### config.mk
export PLATFORM = sky130hd
export DESIGN_NAME = ball_ctrl
export DESIGN_NICKNAME = d
export VERILOG_FILES = /design/src/rtl/pong_pkg.sv /design/src/rtl/ball_axis.sv /design/src/rtl/ball_ctrl.sv
export SDC_FILE = /design/constraint.sdc
export NUM_CORES = 1
export LEC_CHECK = 0
export ABC_AREA = 1
export CAP_MARGIN = 25
export CORE_UTILIZATION = 31
export CTS_BUF_LIST = sky130_fd_sc_hd__clkbuf_16
export DETAILED_ROUTE_END_ITERATION = 10
export PLACE_DENSITY = 0.47
export SLEW_MARGIN = 20
export SYNTH_ARGS = -nofsm -noshare
export SYNTH_HDL_FRONTEND = slang
export SYNTH_SLANG_ARGS = --single-unit
### constraint.sdc
create_clock -name clk -period 2.6 [get_ports clk]
set_input_delay 0.26 -clock clk [delete_from_list [all_inputs] [get_ports clk]]
set_output_delay 0.26 -clock clk [all_outputs]
set_load 0.02 [all_outputs]
### src/rtl/pong_pkg.sv
// Shared definitions for the pong core.
// Holds the ball sequencer state encoding, the default screen geometry,
// the centre coordinates, the direction encoding and the coordinate widths.
package pong_pkg;

  localparam int S_WIDTH  = 640;
  localparam int S_HEIGHT = 480;
  localparam int CENTRE_X = S_WIDTH / 2;
  localparam int CENTRE_Y = S_HEIGHT / 2;

  localparam int X_W = 10;
  localparam int Y_W = 9;

  // Direction bit: 0 moves toward larger coordinates (right/down).
  localparam logic DIR_POS = 1'b0;
  localparam logic DIR_NEG = 1'b1;

  typedef enum logic [1:0] {
    SERVE    = 2'd0,
    PLAY     = 2'd1,
    GAMEOVER = 2'd2
  } state_e;

endpackage

### src/rtl/ball_axis.sv
// One axis of ball motion: signed step by SPEED in the given direction,
// then clamp into [LO, HI]. Purely combinational.
// Ports:
//   pos      current coordinate
//   dir      direction (DIR_POS / DIR_NEG)
//   next_pos stepped and clamped coordinate
module ball_axis
  import pong_pkg::*;
#(
  parameter int W     = 10,
  parameter int LO    = 5,
  parameter int HI    = 635,
  parameter int SPEED = 2
) (
  input  logic [W-1:0] pos,
  input  logic         dir,
  output logic [W-1:0] next_pos
);

  // One extra bit so a step below zero stays negative instead of wrapping.
  localparam logic signed [W:0] STEP = (W+1)'(SPEED);
  localparam logic signed [W:0] LO_S = (W+1)'(LO);
  localparam logic signed [W:0] HI_S = (W+1)'(HI);

  logic signed [W:0] pos_s;
  logic signed [W:0] sum;

  always_comb begin
    pos_s = $signed({1'b0, pos});
    sum   = (dir == DIR_POS) ? (pos_s + STEP) : (pos_s - STEP);
    if (sum < LO_S) begin
      next_pos = LO_S[W-1:0];
    end else if (sum > HI_S) begin
      next_pos = HI_S[W-1:0];
    end else begin
      next_pos = sum[W-1:0];
    end
  end

endmodule

### src/rtl/ball_ctrl.sv
// Frame-rate ball sequencer for the pong core: owns ball position,
// direction, serve delay and scores. Collision flags computed elsewhere
// from ball_x/ball_y are sampled here on frame_tick.
// Ports:
//   clk, rst_n            clock, asynchronous active-low reset
//   frame_tick            one-cycle pulse per frame
//   start                 restarts the game from GAMEOVER
//   coll_p1/coll_p2       ball overlaps left/right paddle
//   coll_h/coll_v         ball at left-right / top-bottom window edge
//   ball_x, ball_y        ball centre
//   score1, score2        left / right player score
//   point                 one-cycle pulse when a point is awarded
//   game_over             high in GAMEOVER
// Internal 'state' is the FSM state for hierarchical observation.
module ball_ctrl #(
  parameter int S_WIDTH      = pong_pkg::S_WIDTH,
  parameter int S_HEIGHT     = pong_pkg::S_HEIGHT,
  parameter int BALL_W       = 10,
  parameter int BALL_H       = 10,
  parameter int SPEED        = 2,
  parameter int SERVE_FRAMES = 60,
  parameter int MAX_SCORE    = 9
) (
  input  logic                    clk,
  input  logic                    rst_n,
  input  logic                    frame_tick,
  input  logic                    start,
  input  logic                    coll_p1,
  input  logic                    coll_p2,
  input  logic                    coll_h,
  input  logic                    coll_v,
  output logic [pong_pkg::X_W-1:0] ball_x,
  output logic [pong_pkg::Y_W-1:0] ball_y,
  output logic [3:0]              score1,
  output logic [3:0]              score2,
  output logic                    point,
  output logic                    game_over
);

  import pong_pkg::*;

  localparam int SERVE_LOAD = (SERVE_FRAMES < 1) ? 1 : SERVE_FRAMES;
  localparam int CNT_W      = $clog2(SERVE_LOAD + 1);

  localparam logic [X_W-1:0]   CX_V      = X_W'(S_WIDTH / 2);
  localparam logic [Y_W-1:0]   CY_V      = Y_W'(S_HEIGHT / 2);
  localparam logic [CNT_W-1:0] CNT_LOAD  = CNT_W'(SERVE_LOAD);
  localparam logic [3:0]       SCORE_MAX = 4'(MAX_SCORE);

  state_e           state;
  logic             dir_x;
  logic             dir_y;
  logic [CNT_W-1:0] serve_cnt;

  logic             bounce_p1;
  logic             bounce_p2;
  logic             miss;
  logic             left_miss;
  logic             dir_x_upd;
  logic             dir_y_upd;
  logic [3:0]       score1_inc;
  logic [3:0]       score2_inc;
  logic [X_W-1:0]   x_next;
  logic [Y_W-1:0]   y_next;

  // A paddle flag only counts while the ball moves toward that paddle,
  // so a ball still overlapping after a bounce cannot stick.
  always_comb begin
    bounce_p1  = coll_p1 && (dir_x == DIR_NEG);
    bounce_p2  = coll_p2 && (dir_x == DIR_POS);
    miss       = coll_h && !(bounce_p1 || bounce_p2);
    left_miss  = (ball_x < CX_V);
    score1_inc = score1 + 4'd1;
    score2_inc = score2 + 4'd1;

    dir_x_upd = dir_x;
    if (bounce_p1) begin
      dir_x_upd = DIR_POS;
    end else if (bounce_p2) begin
      dir_x_upd = DIR_NEG;
    end

    // Absolute, not a toggle: the half of the screen decides the new heading.
    dir_y_upd = dir_y;
    if (coll_v) begin
      dir_y_upd = (ball_y < CY_V) ? DIR_POS : DIR_NEG;
    end
  end

  ball_axis #(
    .W     (X_W),
    .LO    (BALL_W / 2),
    .HI    (S_WIDTH - BALL_W / 2),
    .SPEED (SPEED)
  ) u_axis_x (
    .pos      (ball_x),
    .dir      (dir_x_upd),
    .next_pos (x_next)
  );

  ball_axis #(
    .W     (Y_W),
    .LO    (BALL_H / 2),
    .HI    (S_HEIGHT - BALL_H / 2),
    .SPEED (SPEED)
  ) u_axis_y (
    .pos      (ball_y),
    .dir      (dir_y_upd),
    .next_pos (y_next)
  );

  always_ff @(posedge clk or negedge rst_n) begin
    if (!rst_n) begin
      state     <= SERVE;
      dir_x     <= DIR_POS;
      dir_y     <= DIR_POS;
      serve_cnt <= CNT_LOAD;
      ball_x    <= CX_V;
      ball_y    <= CY_V;
      score1    <= 4'd0;
      score2    <= 4'd0;
      point     <= 1'b0;
      game_over <= 1'b0;
    end else begin
      point <= 1'b0;
      case (state)
        SERVE: begin
          if (frame_tick) begin
            if (serve_cnt <= CNT_W'(1)) begin
              state <= PLAY;
            end else begin
              serve_cnt <= serve_cnt - CNT_W'(1);
            end
          end
        end
        PLAY: begin
          if (frame_tick) begin
            if (miss) begin
              point     <= 1'b1;
              ball_x    <= CX_V;
              ball_y    <= CY_V;
              serve_cnt <= CNT_LOAD;
              state     <= SERVE;
              // Next serve heads toward the player who lost the point.
              if (left_miss) begin
                score2 <= score2_inc;
                dir_x  <= DIR_NEG;
                if (score2_inc == SCORE_MAX) begin
                  state     <= GAMEOVER;
                  game_over <= 1'b1;
                end
              end else begin
                score1 <= score1_inc;
                dir_x  <= DIR_POS;
                if (score1_inc == SCORE_MAX) begin
                  state     <= GAMEOVER;
                  game_over <= 1'b1;
                end
              end
            end else begin
              dir_x  <= dir_x_upd;
              dir_y  <= dir_y_upd;
              ball_x <= x_next;
              ball_y <= y_next;
            end
          end
        end
        GAMEOVER: begin
          if (start) begin
            score1    <= 4'd0;
            score2    <= 4'd0;
            serve_cnt <= CNT_LOAD;
            dir_x     <= DIR_POS;
            game_over <= 1'b0;
            state     <= SERVE;
          end
        end
        default: begin
          state <= SERVE;
        end
      endcase
    end
  end

endmodule

Word level (Yosys, flattened, before mapping)
Index checks and enable logic that the tools add are counted.
- flip-flop bits (word level): 39
- input port bits: 8
- word-level logic and storage cells: 106
- $add $sub $neg: 7
- reduce and logical (&&, ||, !) cells: 16
- order comparisons: 7
- bitwise gates (word level): 2
- multiplexer cells: 50
- equal/unequal tests: 14
- operator list (cell ; number):
    10-bit 2-to-1 mux ; 4
    6-bit 2-to-1 mux ; 5
    4-bit 2-to-1 mux ; 7
    9-bit 2-to-1 mux ; 3
    6-bit one-hot mux with 3 select lines ; 1
    1-bit 2-to-1 mux ; 16
    2-bit 2-to-1 mux ; 8
    2-bit != test (second input constant) ; 8
    4-bit one-hot mux with 2 select lines ; 2
    5-bit AND reduction ; 3
    6-bit AND reduction ; 2
    10-bit by 2-bit adder with 11-bit output (second input constant) ; 1
    11-bit greater-than comparator (second input constant) ; 1
    11-bit by 4-bit less-than comparator with 1-bit output (second input constant) ; 1
    11-bit 2-to-1 mux ; 1
    10-bit by 2-bit subtractor with 11-bit output (second input constant) ; 1
    9-bit by 2-bit adder with 10-bit output (second input constant) ; 1
    10-bit greater-than comparator (second input constant) ; 1
    10-bit by 4-bit less-than comparator with 1-bit output (second input constant) ; 1
    10-bit by 9-bit less-than comparator with 1-bit output (second input constant) ; 1
    9-bit by 2-bit subtractor with 10-bit output (second input constant) ; 1
    9-bit by 8-bit less-than comparator with 1-bit output (second input constant) ; 1
    4-bit by 1-bit adder with 4-bit output (second input constant) ; 2
    4-bit == test (second input constant) ; 2
    16 further kinds ; 22

Depth between registers and ports, before layout
Gate-level depths: netlist of the first run.
- depth after elaboration: 9
- depth in mapped cells: 19
- mapped depth without buffers: 19

Hierarchy
Synthesis of the first run repeated with hierarchy kept, for this count alone.
- cells, all modules: 517
- area total of the unflattened synthesis: 3409.5 µm²
- modules (own cells, without submodules) (module ; cells each ; times used ; area an instance (µm²)):
    ball_ctrl ; 232 ; 1 ; 2019.4
    ball_axis at u_axis_x ; 157 ; 1 ; 770.7
    ball_axis at u_axis_y ; 128 ; 1 ; 619.3

Least setup slack after synthesis of the first run
No wires, ideal clock.
- path kind: reg-to-reg
- from: register ball_y[6] (netlist name)
- to: register ball_y[4] (netlist name)
- required time: 2.533 ns
- path slack: 0.189 ns
- clock period less this slack: 2.411 ns
- stages on the path, launching flop included: 17
- data arrival time: 2.344 ns
- cell sequence: dfstp_2 -> nand2_1 -> o21ai_1 -> o21ai_2 -> inv_1 -> ha_1 -> a21oi_2 -> nor2_1 -> nor2_1 -> nand2_1 -> nand2_1 -> nand2_1 -> nor2_1 -> nand2_2 -> a21oi_1 -> nor2_1 -> nor2_1
- cells in the longest elaborated chain, start to end: 8
- elaborated cells on any way between the ends: 11
- those cells by class: 2 x add/sub; 3 x order compare; 6 x mux
- ends and longest elaborated chain (item ; RTL line ; source):
    start, declared ; ball_ctrl.sv:33 ; output logic [pong_pkg::Y_W-1:0] ball_y,
    start signal, assigned ; ball_ctrl.sv:164 ; ball_y <= y_next;
    9-bit by 8-bit less-than comparator with 1-bit output * ; ball_ctrl.sv:86 ; dir_y_upd = (ball_y < CY_V) ? DIR_POS : DIR_NEG;
    1-bit 2-to-1 mux * ; ball_ctrl.sv:86 ;
    1-bit 2-to-1 mux * ; ball_ctrl.sv:85 ; if (coll_v) begin
    named net dir_y_upd ; ball_ctrl.sv:60 ; logic dir_y_upd;
    10-bit 2-to-1 mux * ; ball_axis.sv:30 ; sum = (dir == DIR_POS) ? (pos_s + STEP) : (pos_s - STEP);
    10-bit greater-than comparator ; ball_axis.sv:33 ; end else if (sum > HI_S) begin
    9-bit 2-to-1 mux ; ball_axis.sv:33 ;
    9-bit 2-to-1 mux * ; ball_axis.sv:31 ; if (sum < LO_S) begin
    9-bit 2-to-1 mux * ; ball_ctrl.sv:138 ; if (miss) begin
Mark *: on every way through the listed nets, which the timed path passes. The rest lies on a longest branch.
A chain may end at the register's enable or synchronous reset.

Worst setup path in the final report of the first run
- from: register ball_y[6] (netlist name)
- to: register ball_y[8] (netlist name)
- cells in the longest elaborated chain, start to end: 8
- elaborated cells on any way between the ends: 11
- those cells by class: 2 x add/sub; 3 x order compare; 6 x mux
- ends and longest elaborated chain (item ; RTL line):
    9-bit by 8-bit less-than comparator with 1-bit output ; ball_ctrl.sv:86
    1-bit 2-to-1 mux ; ball_ctrl.sv:86
    1-bit 2-to-1 mux ; ball_ctrl.sv:85
    10-bit 2-to-1 mux * ; ball_axis.sv:30
    10-bit greater-than comparator ; ball_axis.sv:33
    9-bit 2-to-1 mux ; ball_axis.sv:33
    9-bit 2-to-1 mux * ; ball_axis.sv:31
    9-bit 2-to-1 mux * ; ball_ctrl.sv:138
Every way passes the cells marked *; elsewhere a longest branch is shown, timed or not.

==> flow_summary.ini, run 1 <==
[clocking]
hold_buffers = 0
cts_max_level = 2
cts-buffers-inserted = 5
clkTransAtPathRegs_ps = 60
cts_tree = built
clk_path_buf_depth = 2
clk_latency_ps = 290
cts_root_buffer = clkbuf_16
cts.sinks = 39

[place]
io_buffers = 36
dp_hpwl_um = 6500
placed_cell_area_mm2 = 0.00398
dp_cells = 672
place.gp.congestion = 0.833

[run_status]
outcome = complete, no violations

[timing]
period_share_pct = 95.7
timing.fmax_ghz = 0.402
tns_ps = 0
period_needed_ps = 2490
finalHoldViolCount = 0
finalMaxSlewViolations = 0
setup_violations = 0
worst_clock_skew_ps = 10.4
slew_headroom_pct = 41.0
tightest_slew_ps = 885
grt_setup_unrepaired = yes

[layout]
final_cell_mix = nand2_1, inv_1, buf_4, nor2_1, clkdlybuf4s50_1
mostFrequentLayoutCell = nand2_1
final_cells = 684
fin_area_mm2 = 0.00426
regArea_um2 = 988
syn2layout_area_growth_pct = 33.4
nets = 587
num_antenna_cells = 0
drive_gt1_share_pct = 20.1
multi_input_area_mm2 = 0.00198
final_core_util_pct = 43.2
fill_cells = 1034

[worst_setup_path]
critPathCaptureType = flop
endpoint = ball_y[8]
worstReg2RegStart = ball_y[6]
cp_data_required_time_ps = 2780
crit_start = ball_y[6]
regToRegSetupSlack_ps = 110
worstRegToRegCells = 17
path_max_fanout = 3
reg2reg_to = ball_y[8]
crit_type = flop to flop
crit_arrival_ps = 2660
start_kind = flop

[synth]
synth_seq_cells = 39
synth_area_leaders = dfrtp_1, nand2_1, ha_1
ys_warn_count = 0
synth.largest_area_cell = dfrtp_1
syn_inst = 469
netlist.area_leader.share_pct = 22.7
synth.avg_cell_area_um2 = 6.81
synth_cell_types = 35
synth_nets = 506
syn_area_mm2 = 0.00320
yosysSeqAreaShare_pct = 30.9

[routing]
antenna_left = 0
drc = 0
firstDrtPassIters = 4
drt_iter0_drc = 87
vias = 3137
top_layer = met4
wl_met3_um = 260
viasPerCell = 4.59
drt-wirelength-per-cell_um = 12.3
wl_met1_um = 4180
wl_um = 8410
wl_met2_um = 3880

[global_routing]
overflow = 0
grt_max_degree = 40
antenna_found_initial = 0
grt_pass1_wl_um = 14100
grt_pass1_vias = 2984
grt_usage_pct = 15.9

[floorplanning]
chipWidth_um = 104
io_pins = 37
core-area_mm2 = 0.00986
die_h_um = 104
placement_rows = 36
fp.dieArea_mm2 = 0.0107
start_util_pct = 32.4

[hold_path]
hp-class = input pin to asynchronous set/reset pin

[run]
maxCapViolations = 0
## worst min path at each step
stage | slack, ps | to | depth (start not counted)
floorplan | -40 | ball_x[0] | 0
global placement | 450 | state[1] | 1
detailed placement | 450 | state[1] | 1
CTS | 140 | game_over | 1
global route | 180 | score2[3] | 1
finish | 100 | game_over | 1
## state kept, by name, indices dropped and copies added (netlist names)
| register | count |
|---|---|
| ball_x | 10 |
| ball_y | 9 |
| dir_x | 1 |
| dir_y | 1 |
| game_over | 1 |
| point | 1 |
| score1 | 4 |
| score2 | 4 |
| serve_cnt | 6 |
| state | 2 |
## cells by family after synthesis
family / count (synthesis) / share of synthesized area (%)
compound gates: 53 / 9.79
xor+xnor: 6 / 1.64
fa+ha+maj: 29 / 11.8
buf+inv: 79 / 9.36
flops: 39 / 30.9
simple gates: 263 / 36.5
## critical path: stages (launching register included)
cell	delay [ps]
dfstp_2	520
nand2_1	60
o21ai_2	140
o21ai_2	90
buf_4	160
fa_2	370
inv_1	90
nand2_1	90
nand2_2	70
nand2_1	60
nand2_2	80
nand2_1	60
nor2_2	120
nand3_2	130
nand2_2	130
nor2_2	50
nand2_1	100
nand2_1	50
## per-stage QoR
stage | hold slack [ps] | setup WS [ps]
final | 98.2 | 113
after global routing | 178 | -52.6
after CTS | 138 | 78.1
after detailed placement | 446 | -157
after global placement | 447 | -158
after floorplan | -35.6 | 189
## synth_stat cells
| master | count |
|---|---|
| a21o_1 | 1 |
| o21ai_1 | 7 |
| o22a_1 | 1 |
| buf_2 | 2 |
| o21ai_2 | 2 |
| nor2_1 | 39 |
| o21bai_1 | 2 |
| xnor2_1 | 1 |
| nand3b_1 | 6 |
| o31ai_1 | 1 |
| nand2_4 | 2 |
| inv_1 | 68 |
| nor3_1 | 2 |
| ha_1 | 27 |
| o21ai_0 | 18 |
| o22ai_1 | 1 |
| xor2_1 | 5 |
| clkinv_1 | 1 |
| a21oi_1 | 13 |
| nand3_1 | 35 |
| nand4_1 | 7 |
| o211ai_1 | 1 |
| nand3b_2 | 1 |
| nor2_4 | 3 |
| a21oi_2 | 5 |
| fa_1 | 2 |
| nand3_2 | 3 |
| nor2_2 | 4 |
| dfrtp_1 | 29 |
| clkbuf_1 | 1 |
| dfstp_2 | 10 |
| inv_2 | 7 |
| nand2_2 | 7 |
| nand2_1 | 154 |
| o2111ai_1 | 1 |
## final cells by class
type,instances,share of cell area (%)
well taps,133,3.90
repair buffers,77,15.6
clock buffers,5,2.94
multi-input cells,351,46.5
flip-flops and latches,39,23.2
clock inverters,3,1.03
inverters,76,6.75
## routing by layer
layer	GRT usage, %	vias up
met2	25.8	54
met3	2.33	10
met5	0	-
met1	22.1	1427
li1	-	1646
met4	3.73	0
## timing repair
| item | CTS | global route |
|---|---|---|
| endpoints found under the hold margin | 0 | 0 |
| resized for setup | 1 | 21 |
| buffers inserted | 0 | 3 |
| pin swaps | 0 | 3 |
| endpoints found under the setup margin | 1 | 12 |
| cloned | 0 | 1 |
Power of run 1 is not shown: default switching activity piles up to over one toggle a cycle in this logic, so the estimate is an artifact.
==> inputs of run 2 (changes only) <==
Settings changed: CORE_MARGIN set to 10, HOLD_SLACK_MARGIN set to 0.06.
==> run 2 against run 1 <==
Design area is 0.23% lower; hold slack better by 11 ps; routed wire length is 4.2% higher; critical path depth is 2 lower; core utilization is 1.5 points lower; sequential share of layout area is 0.055 points higher; setup slack better by 41 ps.
==> flow_summary.ini, run 2 (synthesis gave the netlist of run 1 again) <==
[place]
dp_hpwl_um = 7020
io_buffers = 36
pre_cts_slack_ps = -165
place.gp.congestion = 0.822

[global_routing]
grt_pass1_wl_um = 15000
antenna_found_initial = 0
met1_usage_pct = 15.7
grt_busiest_layer = met2
met3_usage_pct = 2.64
use_met2_pct = 20.8
grt_max_degree = 40
overflow = 0
grt_pass1_vias = 3108
grt_usage_pct = 12.2

[timing]
finalHoldViolCount = 0
timing.fmax_ghz = 0.409
period_needed_ps = 2450
tightest_slew_ps = 922
setup_violations = 0
finalMaxSlewViolations = 0
period_share_pct = 94.1
setup_ws_ps = 154
slew_headroom_pct = 38.5
grt_setup_unrepaired = yes
worst_clock_skew_ps = 6.54

[clocking]
clk_path_buf_depth = 2
clk_latency_ps = 280
cts-buffers-inserted = 5
clkTransAtPathRegs_ps = 60
cts_max_level = 2
cts_root_buffer = clkbuf_16
cts_tree = built
cts.sinks = 39

[routing]
viasPerCell = 4.58
vias = 3145
drt-wirelength-per-cell_um = 12.8
drt_iter0_drc = 106
wl_um = 8770
antenna_left = 0
firstDrtPassIters = 4
drc = 0

[floorplanning]
chipWidth_um = 122
start_util_pct = 31.4
placement_rows = 37
core-area_mm2 = 0.0102
fp.dieArea_mm2 = 0.0148
io_pins = 37
die_h_um = 122

[worst_setup_path]
crit_arrival_ps = 2620
worstRegToRegCells = 15
crit_type = flop to flop
cp_data_required_time_ps = 2770
regToRegSetupSlack_ps = 150
reg2reg_to = ball_y[8]
start_kind = flop
worstReg2RegStart = ball_y[6]
path_max_fanout = 3
critPathCaptureType = flop

[layout]
syn2layout_area_growth_pct = 33.0
largest_reg_flops = 10
top_regs = ball_x x10, ball_y x9, serve_cnt x6
nets = 587
largest_register = ball_x
final_cell_mix = nand2_1, inv_1, buf_4, nor2_1, clkdlybuf4s50_1
mostFrequentLayoutCell = nand2_1
num_antenna_cells = 0
drive_gt1_share_pct = 20.0

[run_status]
outcome = complete, no violations

[run]
maxCapViolations = 0

[hold_path]
hp-class = input pin to asynchronous set/reset pin
-- run 2: how the worst max path moves through the flow --
stage                     slack (ps)   endpoint      start
after global placement          -170  ball_y[8]     coll_v
after floorplan                  190  ball_y[4]  ball_y[6]
after detailed placement        -160  ball_y[0]     coll_v
after global routing             -20  ball_y[8]  ball_y[6]
final                            150  ball_y[8]  ball_y[6]
after CTS                          7  ball_y[0]  ball_y[4]
-- run 2: metrics by stage --
step | cell area [um2] | setup TNS, ps | util (%) | cells | hold WS [ps]
detailed placement | 4000 | -1370 | 39.3 | 677 | 474
CTS | 4140 | 0 | 40.6 | 685 | 156
global placement | 4000 | -1330 | 39.3 | 677 | 459
floorplan | 3200 | 0 | - | 469 | -35.6
finish | 4250 | 0 | 41.7 | 687 | 109
global route | 4250 | -15.7 | 41.7 | 687 | 182
-- run 2: metal layers --
| metal | routed length (um) | up-vias |
|---|---|---|
| met3 | 313 | 8 |
| met1 | 4140 | 1461 |
| met5 | 0 | - |
| met2 | 4250 | 33 |
| met4 | 61 | 0 |
| li1 | - | 1643 |
-- run 2: layout make-up --
type | instances | area (um2)
multi-input cells | 351 | 2000
flip-flops and latches | 39 | 988
clock buffers | 5 | 125
clock inverters | 3 | 12.5
repair buffers | 77 | 667
well taps | 136 | 170
fillers | 1097 | 5930
inverters | 76 | 288
-- run 2: worst max-delay path, cell delays in order (launching register included) --
cell	delay [ps]
dfstp_2	520
nand2_1	60
o21ai_2	140
o21ai_2	90
buf_4	160
fa_2	380
inv_2	70
nand3_1	100
nand4_1	110
nand2_2	100
nor2_2	140
nand3_2	130
nand2_4	110
nor2_2	50
nand2_1	100
nand2_1	60
-- run 2: timing repair --
item                                    4_1_cts  5_1_grt
setup buffers                                 0        2
hold buffers                                  0        0
hold endpoints to repair                      0        0
gates resized for setup                       0       24
endpoints found under the setup margin        0       16
Power of run 2 is left out for the same reason.
